===== config.mk =====
export PLATFORM = sky130hd
export DESIGN_NAME = ysyx_22050612_ifu
export DESIGN_NICKNAME = d
export VERILOG_FILES = /design/src/rtl/ysyx_22050612_pkg.sv /design/src/rtl/ysyx_22050612_ifu_perf.sv /design/src/rtl/ysyx_22050612_ifu.sv
export SDC_FILE = /design/constraint.sdc
export NUM_CORES = 1
export LEC_CHECK = 0
export CORE_AREA = 2 2 189 191
export DETAILED_ROUTE_END_ITERATION = 6
export DIE_AREA = 0 0 191 193
export PLACE_DENSITY = 0.71
export SYNTH_ARGS = -nofsm -noshare
export SYNTH_HDL_FRONTEND = slang
export SYNTH_SLANG_ARGS = --single-unit
export TNS_END_PERCENT = 10

===== constraint.sdc =====
create_clock -name clk -period 9.3 [get_ports clk]
set_clock_uncertainty 0.05 [all_clocks]
set_input_delay 1.395 -clock clk [delete_from_list [all_inputs] [get_ports clk]]
set_output_delay 1.395 -clock clk [all_outputs]
set_load 0.02 [all_outputs]

===== src/rtl/ysyx_22050612_pkg.sv =====
// rtl/ysyx_22050612_pkg.sv - shared IFU types and constants
package ysyx_22050612_pkg;

  localparam int          INST_W           = 32;
  localparam logic [63:0] RESET_PC_DEFAULT = 64'h0000_0000_8000_0000;

  typedef enum logic [2:0] {
    ST_REQ         = 3'd0,
    ST_WAIT_RSP    = 3'd1,
    ST_ISSUE       = 3'd2,
    ST_WAIT_COMMIT = 3'd3,
    ST_FAULT       = 3'd4
  } ifu_state_e;

endpackage


===== src/rtl/ysyx_22050612_ifu_perf.sv =====
// rtl/ysyx_22050612_ifu_perf.sv - fetch/stall counters, instantiated only under IFU_PERF_EN
module ysyx_22050612_ifu_perf (
  input  logic        clk,
  input  logic        rst,
  input  logic        fetch_done,
  input  logic        stall,
  output logic [63:0] fetch_cnt,
  output logic [63:0] stall_cnt
);

  always_ff @(posedge clk or posedge rst) begin
    if (rst) begin
      fetch_cnt <= '0;
      stall_cnt <= '0;
    end else begin
      if (fetch_done) fetch_cnt <= fetch_cnt + 64'd1;
      if (stall)      stall_cnt <= stall_cnt + 64'd1;
    end
  end

endmodule


===== src/rtl/ysyx_22050612_ifu.sv =====
// rtl/ysyx_22050612_ifu.sv - multi-cycle instruction fetch unit
// Optional performance counters enabled by defining IFU_PERF_EN.
module ysyx_22050612_ifu
  import ysyx_22050612_pkg::*;
#(
  parameter int               XLEN     = 64,
  parameter logic [XLEN-1:0]  RESET_PC = RESET_PC_DEFAULT
) (
  input  logic              clk,
  input  logic              rst,
  output logic              imem_req_valid,
  input  logic              imem_req_ready,
  output logic [XLEN-1:0]   imem_req_addr,
  input  logic              imem_rsp_valid,
  input  logic [XLEN-1:0]   imem_rsp_data,
  input  logic              imem_rsp_err,
  output logic              inst_valid,
  input  logic              inst_ready,
  output logic [INST_W-1:0] inst,
  output logic [XLEN-1:0]   inst_pc,
  input  logic              commit_valid,
  input  logic [XLEN-1:0]   commit_dnpc,
  output logic              fetch_err,
  output logic [XLEN-1:0]   fetch_err_pc,
  output logic [63:0]       perf_fetch_cnt,
  output logic [63:0]       perf_stall_cnt
);

  ifu_state_e      state;
  ifu_state_e      state_nxt;
  logic [XLEN-1:0] pc;
  logic            misaligned;
  logic            commit_take;

  assign misaligned    = (pc[1:0] != 2'b00);
  assign imem_req_addr = {pc[XLEN-1:3], 3'b000};

  always_ff @(posedge clk or posedge rst) begin
    if (rst) state <= ST_REQ;
    else     state <= state_nxt;
  end

  always_comb begin
    state_nxt      = state;
    imem_req_valid = 1'b0;
    inst_valid     = 1'b0;
    commit_take    = 1'b0;
    case (state)
      ST_REQ: begin
        if (misaligned) begin
          state_nxt = ST_FAULT;
        end else begin
          imem_req_valid = ~rst;
          if (imem_req_ready) state_nxt = ST_WAIT_RSP;
        end
      end
      ST_WAIT_RSP: begin
        if (imem_rsp_valid) state_nxt = imem_rsp_err ? ST_FAULT : ST_ISSUE;
      end
      ST_ISSUE: begin
        inst_valid = 1'b1;
        // Same-cycle commit lets a single-cycle execute skip WAIT_COMMIT.
        if (inst_ready) begin
          commit_take = commit_valid;
          state_nxt   = commit_valid ? ST_REQ : ST_WAIT_COMMIT;
        end
      end
      ST_WAIT_COMMIT: begin
        if (commit_valid) begin
          commit_take = 1'b1;
          state_nxt   = ST_REQ;
        end
      end
      ST_FAULT: state_nxt = ST_FAULT;
      default:  state_nxt = ST_FAULT;
    endcase
  end

  always_ff @(posedge clk or posedge rst) begin
    if (rst) begin
      pc           <= RESET_PC;
      inst         <= '0;
      inst_pc      <= '0;
      fetch_err    <= 1'b0;
      fetch_err_pc <= '0;
    end else begin
      if (state == ST_REQ && misaligned) begin
        fetch_err    <= 1'b1;
        fetch_err_pc <= pc;
      end
      if (state == ST_WAIT_RSP && imem_rsp_valid) begin
        if (imem_rsp_err) begin
          fetch_err    <= 1'b1;
          fetch_err_pc <= pc;
        end else begin
          inst    <= pc[2] ? imem_rsp_data[2*INST_W-1:INST_W] : imem_rsp_data[INST_W-1:0];
          inst_pc <= pc;
        end
      end
      if (commit_take) pc <= commit_dnpc;
    end
  end

`ifdef IFU_PERF_EN
  ysyx_22050612_ifu_perf u_perf (
    .clk        (clk),
    .rst        (rst),
    .fetch_done (state == ST_WAIT_RSP && imem_rsp_valid && !imem_rsp_err),
    .stall      (state == ST_REQ || state == ST_WAIT_RSP),
    .fetch_cnt  (perf_fetch_cnt),
    .stall_cnt  (perf_stall_cnt)
  );
`else
  assign perf_fetch_cnt = 64'd0;
  assign perf_stall_cnt = 64'd0;
`endif

endmodule


* Word level (Yosys, flattened, before mapping)
Index checks and enable logic that the tools add are counted.
** Storage, ports and cells
- Output and inout bits :: 355
- Bits of input ports :: 135
- Logic and storage cells :: 42
- Flip-flop bits (word level) :: 228
** Operators by class
- Bitwise operators :: 2
- Multiplexer cells :: 21
- Reductions and logical operators :: 6
- Eq/ne operators :: 7
** Operators with widths (number)
- 2-to-1 mux 64 bit :: 3
- 2-to-1 mux 32 bit :: 1
- 2-to-1 mux 3 bit :: 6
- one-hot mux 3 bit (4 select lines) :: 1
- 2-to-1 mux 1 bit :: 8
- == test 3 x 2 -> 1 bit, second input constant :: 2
- inequality test 2 bit, second input constant :: 3
- AND reduction 4 bit :: 1
- == test 3 x 1 -> 1 bit, second input constant :: 1
- zero test 3 bit :: 1
- inequality test 3 bit, second input constant :: 1
- logical AND 1 bit :: 2
- 2-to-1 mux 2 bit :: 1
- NOT 1 bit :: 2
- one-hot mux 1 bit (2 select lines) :: 1
- AND reduction 2 bit :: 1
- nonzero test 2 bit :: 1

* Depth between registers and ports, before layout
Gate-level depths: netlist of the first run.
- Depth in word-level cells :: 5
- Depth in mapped cells :: 6
- Gate-level depth less buffers :: 3

* Worst setup path before layout of the first run
No wires, ideal clock.
- Kind :: input-to-output
- From :: input port rst
- To :: output port imem_req_valid
- Data required time :: 7855 ps
- Data arrival time :: 6900 ps
- Stages on the path :: 2
- Path buffers :: 0
- Path slack :: 955 ps
- Cell sequence :: inv_1 > and3_1
** Between the ends
- Longest elaborated chain between the ends :: 3
** Ends and longest elaborated chain
- start, declared :: line ysyx_22050612_ifu.sv:10 : input logic rst,
- NOT 1 bit :: line ysyx_22050612_ifu.sv:53 : imem_req_valid = ~rst;
- 2-to-1 mux 1 bit :: line ysyx_22050612_ifu.sv:50 : if (misaligned) begin
- 2-to-1 mux 1 bit :: line ysyx_22050612_ifu.sv:48 : case (state)
- end, declared :: line ysyx_22050612_ifu.sv:11 : output logic imem_req_valid,
Every way passes these cells.

* Final worst setup path of the first run
Ends and elaborated chain as after synthesis.

==> results by group, run 1 <==
Status
  – Status: finished, final reports clean

Cells and area
  – Antenna Cells: 0
  – Most common cell after layout, fill and taps aside: clkdlybuf4s50_1
  – Final Cell Area: approximately 14000 µm²
  – Synth-to-Final Area Change: 35.5%
  – Commonest non-fill, non-tap cells in the layout: 358 x clkdlybuf4s50_1, 227 x dfrtp_1, 196 x mux2_2
  – NumNets Final: 1171
  – Layout cells sized above 1: 0.290

Global routing
  – First-pass GRT wire length: 36.6 mm
  – Number of global-route vias before repair: about 6300
  – Tot GR Track Use: 0.127
  – Largest net degree at the start of global routing: 83
  – Remaining Overflow, GRT: 0
  – Antenna violations before repair: 0

Clocking
  – Clock Tree Buf Depth: 3
  – H-tree depth: 1
  – Cts bufs inserted: 25
  – CTS tree: yes
  – Post-CTS setup buffer count: 0
  – Post-CTS Resized: 0
  – Clock sinks: 228
  – Cts hold-fix bufs: 0
  – Root Driver: clkbuf_16
  – CTS clock-pin slew for the worst setup and hold paths: 60 ps
  – Worst skew pair latency: 520 ps

STA
  – Fin. Hold Viols: 0
  – RSZ-0062 raised after global routing: false
  – Final cycle utilization of the critical path: 0.502
  – Max-slew violations: 0
  – Setup violators final: 0
  – Hold WS: 419 ps
  – Slew HR: 0.305
  – Period minus WS final: 4670 ps
  – Fmax: 214 MHz
  – TNS Setup: 0 ps
  – Worst slew pin tran: approximately 1000 ps
  – Worst setup margin: roughly 4600 ps

Critical path
  – CP max FO: 82
  – Crit path top cell by count: clkdlybuf4s50_1
  – CP Capture Type: primary output
  – RR Endpoint: pc[45]$_DFFE_PP0P_
  – Crit path buffers/inverters: 3
  – Worst EP required: around 7900 ps
  – Critical path cell sequence: clkdlybuf4s50_1 -> inv_8 -> and3_1 -> clkdlybuf4s50_1
  – R2R depth: 4
  – Critical path type: in -> out
  – Crit-path slowest cell: clkdlybuf4s50_1
  – CP delay by family, top: buffers and inverters
  – Worst Setup Start Kind: input port
  – Worst R2R Setup Slack: ~6600 ps
  – Slowest stage delay, CP: 610 ps
  – Worst path arrival time: 3220 ps
  – Worst r2r src: state[1]$_DFFE_PP0P_

Synth
  – XOR/XNOR Fraction of Synth Area: 0
  – YS warnings: 0
  – Multiplexer share of the synthesized area: 0.289
  – Adder-cell share of the synthesized area: 0
  – Simple-gate share of the synthesized area: 0.00900
  – Register bit total from synthesis: 228
  – Compound-gate portion of the synthesized area: 0.00865
  – Netlist cell types: 30
  – Area of the mapped netlist: between 10000 and 15000 µm²
  – Largest family of logic cells by synthesized area: multiplexers
  – Syn Inst Count: 734
  – Sequential fraction of the synthesis area: 0.533
  – Post-Syn Area per Cell: 14.6 µm²

Placement
  – I/O Buffers: ~360
  – GP Congestion: 0.739
  – Placed cell areas: 13700 µm²
  – Post-DP HPWL: 17.0 mm
  – Placement Setup Slack: 4590 ps

Drt
  – Routed vias: 6216
  – Via density: 4.10
  – DR iter-0 viols: 130
  – Routed WL: 24.8 mm
  – Average wire per standard cell: 16.4 µm
  – Final ANT Viol Nets: 0
  – TritonRoute pass-1 iters: 4
  – DRC: 0

Hold path
  – Hold Path Sink: fetch_err$_DFF_PP0_
  – Min-delay src: fetch_err$_DFF_PP0_
  – Worst hold path depth: 1
  – Hold Path Class: reg -> reg

Floorplanning
  – IO Pins: a little under 500
  – Chip width: 191 µm
  – Site row count: 69
  – Initial Util: 0.306
  – Die area: ~37000 µm²
  – Die Y: between 150 and 200 µm
  – Core area: roughly 35000 µm²

Power
  – Leakage: 0.00687 µW
  – Pwr per Cell Area: 147 nW/µm²
  – Peak supply drop: 107 µV

Flow run
  – Max_cap viols: 0
## cell type report
class,instances,area [µm²]
fillers,3286,20500
flip-flops and latches,228,5710
multi-input cells,412,3770
repair buffers,365,3640
clock buffers,40,742
well taps,461,577
clock inverters,6,38.8
inverters,4,22.5
## stage by stage
| step | util | instances | total power, µW |
|---|---|---|---|
| floorplan | - | 864 | 1180 |
| global placement | 0.392 | 1470 | 1220 |
| detailed placement | 0.392 | 1470 | 1220 |
| CTS | 0.415 | 1516 | 2180 |
| global route | 0.415 | 1516 | 2240 |
| finish | 0.415 | 1516 | 2140 |
## layer usage
layer  global-route usage  up-vias  share of wire
met4               0.0361        0          0.022
met2                0.219      285           0.50
met3               0.0436       42          0.096
met5                    0        -              0
li1                     -     2791              -
met1                0.149     3098           0.38
## worst max-delay path by stage
stage / from / to / slack (ps) / cells past startpoint
global route: rst / imem_req_valid / 4500 / 4
CTS: rst / imem_req_valid / 4590 / 4
finish: rst / imem_req_valid / 4630 / 4
detailed placement: rst / imem_req_valid / 4590 / 4
floorplan: rst / imem_req_valid / 950 / 2
global placement: rst / imem_req_valid / 4600 / 4
## registers in the layout, summed over array words and instances (netlist names)
register / cells
state: 3
inst: 32
pc: 64
fetch_err: 1
inst_pc: 64
fetch_err_pc: 64
## report_power, final
group	internal [µW]	switching, µW
Sequential	1000	11.8
Clock	545	391
Combinational	83.4	102
## kinds of logic after synthesis
family	count (synthesis)
simple gates	16
buf+inv	224
mux	255
other cells	1
flops	228
compound gates	10
## synthesized netlist by cell type (all sizes together)
cell / count / share of area
nand2: 4 / 0.0014
dfrtp: 227 / 0.53
o21bai: 2 / 0.0014
buf: 216 / 0.16
o32a: 1 / 0.0021
nand2b: 1 / 0.00059
o21ai: 2 / 0.00094
a32oi: 1 / 0.00082
a32o: 2 / 0.0019
dfstp: 1 / 0.0025
conb: 1 / 0.00035
clkbuf: 4 / 0.0014
or2b: 1 / 0.00070
and3: 1 / 0.00059
a21boi: 1 / 0.00070
mux2i: 1 / 0.00094
nand3: 1 / 0.00047
nor2: 3 / 0.0013
a31o: 1 / 0.00082
mux2: 254 / 0.29
inv: 4 / 0.0014
or3: 2 / 0.0014
or2: 1 / 0.00059
nor3: 2 / 0.0020
Note: power is estimated with default switching activity, not from simulation.
==> run 2: changes to the inputs <==
--- a/config.mk
+++ b/config.mk
@@ -5,9 +5,9 @@
 export SDC_FILE = /design/constraint.sdc
 export NUM_CORES = 1
 export LEC_CHECK = 0
-export CORE_AREA = 2 2 189 191
+export CORE_AREA = 2 2 192 194
 export DETAILED_ROUTE_END_ITERATION = 6
-export DIE_AREA = 0 0 191 193
+export DIE_AREA = 0 0 194 196
 export PLACE_DENSITY = 0.71
 export SYNTH_ARGS = -nofsm -noshare
 export SYNTH_HDL_FRONTEND = slang
==> constraint.sdc (replaced) <==
create_clock -name clk -period 4.21 [get_ports clk]
set_clock_uncertainty 0.05 [all_clocks]
set_input_delay 0.6315 -clock clk [delete_from_list [all_inputs] [get_ports clk]]
set_output_delay 0.6315 -clock clk [all_outputs]
set_load 0.02 [all_outputs]
==> run 2 against run 1 <==
Compared with the run above: sequential power up 120%; hold slack worse by 48 ps; combinational power increased by 120%; clock power grew 140%; highest routed layer unchanged; wire length is 0.59% higher.
==> results by group, run 2 (synthesized netlist as in run 1, its figures left out) <==
Status
  – Status: finished, final reports clean

Critical path
  – CP max FO: 16 (-80%)
  – Critical path cell sequence: clkdlybuf4s50_1 -> clkinvlp_4 -> and3_1 -> clkdlybuf4s50_1
  – Critical path type: in -> out
  – CP Capture Type: primary output
  – Slowest stage delay, CP: 530 ps (-80 ps)
  – R2R depth: 4 (unchanged)
  – Worst path arrival time: 2280 ps (-940 ps)
  – Worst EP required: 3530 ps (-4330 ps)
  – Crit path buffers/inverters: 3 (unchanged)
  – Critical path depth: 4 (unchanged)
  – Crit path top cell by count: clkdlybuf4s50_1
  – Worst Setup Start Kind: input port
  – CP delay by family, top: buffers and inverters
  – Crit-path slowest cell: clkdlybuf4s50_1

Drt
  – Routed WL: 25.0 mm (+0.59%)
  – Routed vias: 6218 (+0.032%)
  – Final ANT Viol Nets: 0 (unchanged)
  – TritonRoute pass-1 iters: 4 (unchanged)
  – DR iter-0 viols: 167 (+28%)
  – Via density: 4.08 (-0.49%)
  – DRC: 0 (unchanged)
  – Average wire per standard cell: 16.4 µm (about the same)

Clocking
  – CTS tree: yes
  – Clock sinks: 228 (unchanged)
  – Clock Tree Buf Depth: 3 (unchanged)
  – Cts hold-fix bufs: 0 (unchanged)
  – Worst skew pair latency: 540 ps (+20 ps)
  – Cts bufs inserted: 26 (+4.0%)
  – Root Driver: clkbuf_16
  – CTS clock-pin slew for the worst setup and hold paths: 60 ps (about the same)
  – Post-CTS setup buffer count: 0 (unchanged)
  – H-tree depth: 1 (unchanged)
  – Post-CTS Resized: 0 (unchanged)

STA
  – Worst slew pin tran: 1070 ps (+31.0 ps)
  – RSZ-0062 raised after global routing: false
  – Max-slew violations: 0 (unchanged)
  – Final cycle utilization of the critical path: 0.703
  – Fin. Hold Viols: 0 (unchanged)
  – Slew HR: 0.285 (-0.0207)
  – Fmax: approximately 340 MHz
  – TNS Setup: 0 ps (unchanged)
  – Hold WS: 371 ps (-47.9 ps)
  – Period minus WS final: 2960 ps
  – Setup violators final: 0 (unchanged)

Floorplanning
  – Chip width: 194 µm (+1.6%)
  – Site row count: 70 (+1.4%)
  – Core area: 36100 µm² (+3.2%)
  – IO Pins: 490 (unchanged)
  – Die area: 38000 µm² (+3.1%)
  – Die Y: 196 µm (+1.6%)
  – Initial Util: 0.297 (-0.00950)

Cells and area
  – Antenna Cells: 0 (unchanged)
  – Final Instance Count excl. Fillers: 1524 (+0.53%)
  – Biggest regs: fetch_err_pc (64), inst_pc (64), pc (64)
  – Commonest non-fill, non-tap cells in the layout: 358 x clkdlybuf4s50_1, 227 x dfrtp_1, 196 x mux2_2
  – Synth-to-Final Area Change: 36.7%
  – NumNets Final: 1173 (+0.17%)
  – Most common cell after layout, fill and taps aside: clkdlybuf4s50_1
  – Layout cells sized above 1: 0.297 (+0.00730)

Global routing
  – Tot GR Track Use: 0.126 (-0.000211)
  – Largest net degree at the start of global routing: 138 (+66%)
  – Remaining Overflow, GRT: 0 (unchanged)
  – Antenna violations before repair: 0 (unchanged)
  – Number of global-route vias before repair: 6566 (+3.9%)
  – First-pass GRT wire length: 38.5 mm (+5.3%)

Power
  – Peak supply drop: 275 µV (+160%)
  – Pwr per Cell Area: 336 nW/µm² (+130%)
  – Design Power: 4920 µW (+130%)
  – Leakage: 0.00693 µW (+0.97%)

Placement
  – GP Congestion: 0.731 (-1.1%)
  – Post-Place Cells: 1478 (+0.54%)
  – I/O Buffers: 358 (unchanged)
  – Post-DP HPWL: 17.3 mm (+1.6%)

Hold path
  – Hold Path Class: in -> async

Flow run
  – Max_cap viols: 0 (unchanged)
run 2: cell type report:
cell class	count	area (µm²)
Sequential cell	228	5710
Clock buffer	38	796
Fill cell	3386	21500
Tap cell	468	586
Inverter	4	18.8
Multi-Input combinational cell	412	3770
Clock inverter	8	80.1
Timing Repair Buffer	366	3670
run 2: worst reg2reg max path, cell delays in order (launching register included):
cell and delay [ps]:
dfrtp_1 470, nor2_1 290, o32a_4 640, buf_4 550, mux2_4 370
run 2: path summary, 6_finish.rpt:
check	from	to	slack (ps)
setup / recovery	rst	imem_req_valid	1250
hold / removal	rst	fetch_err_pc[23]$_DFF_PP0_	370
setup reg to reg	pc[0]$_DFFE_PP0P_	fetch_err_pc[11]$_DFF_PP0_	1720
hold reg to reg	fetch_err$_DFF_PP0_	fetch_err$_DFF_PP0_	420
max in group asynchronous	rst	inst[20]$_DFFE_PP0P_	2430
min in group clk	fetch_err$_DFF_PP0_	fetch_err$_DFF_PP0_	420
run 2: per-stage QoR:
step,worst slack (ps),cell area (µm²),utilization
6_report,1250,14600,0.405
4_1_cts,1220,14600,0.405
5_1_grt,1140,14600,0.405
3_3_place_gp,1200,13800,0.381
2_1_floorplan,-1050,11200,-
3_5_place_dp,1210,13800,0.381
run 2: metal layers:
| metal | up-vias | wire [µm] | global-route usage |
|---|---|---|---|
| met5 | - | 0 | 0 |
| met4 | 0 | 524 | 0.0340 |
| met3 | 40 | 2070 | 0.0402 |
| met2 | 270 | 12500 | 0.216 |
| met1 | 3113 | 9930 | 0.154 |
| li1 | 2795 | - | - |
run 2: power breakdown:
part,total [µW],switching (µW),internal [µW]
Clock,2270,906,1370
Combinational,405,219,185
Sequential,2250,29.6,2220
Total,4920,1160,3770
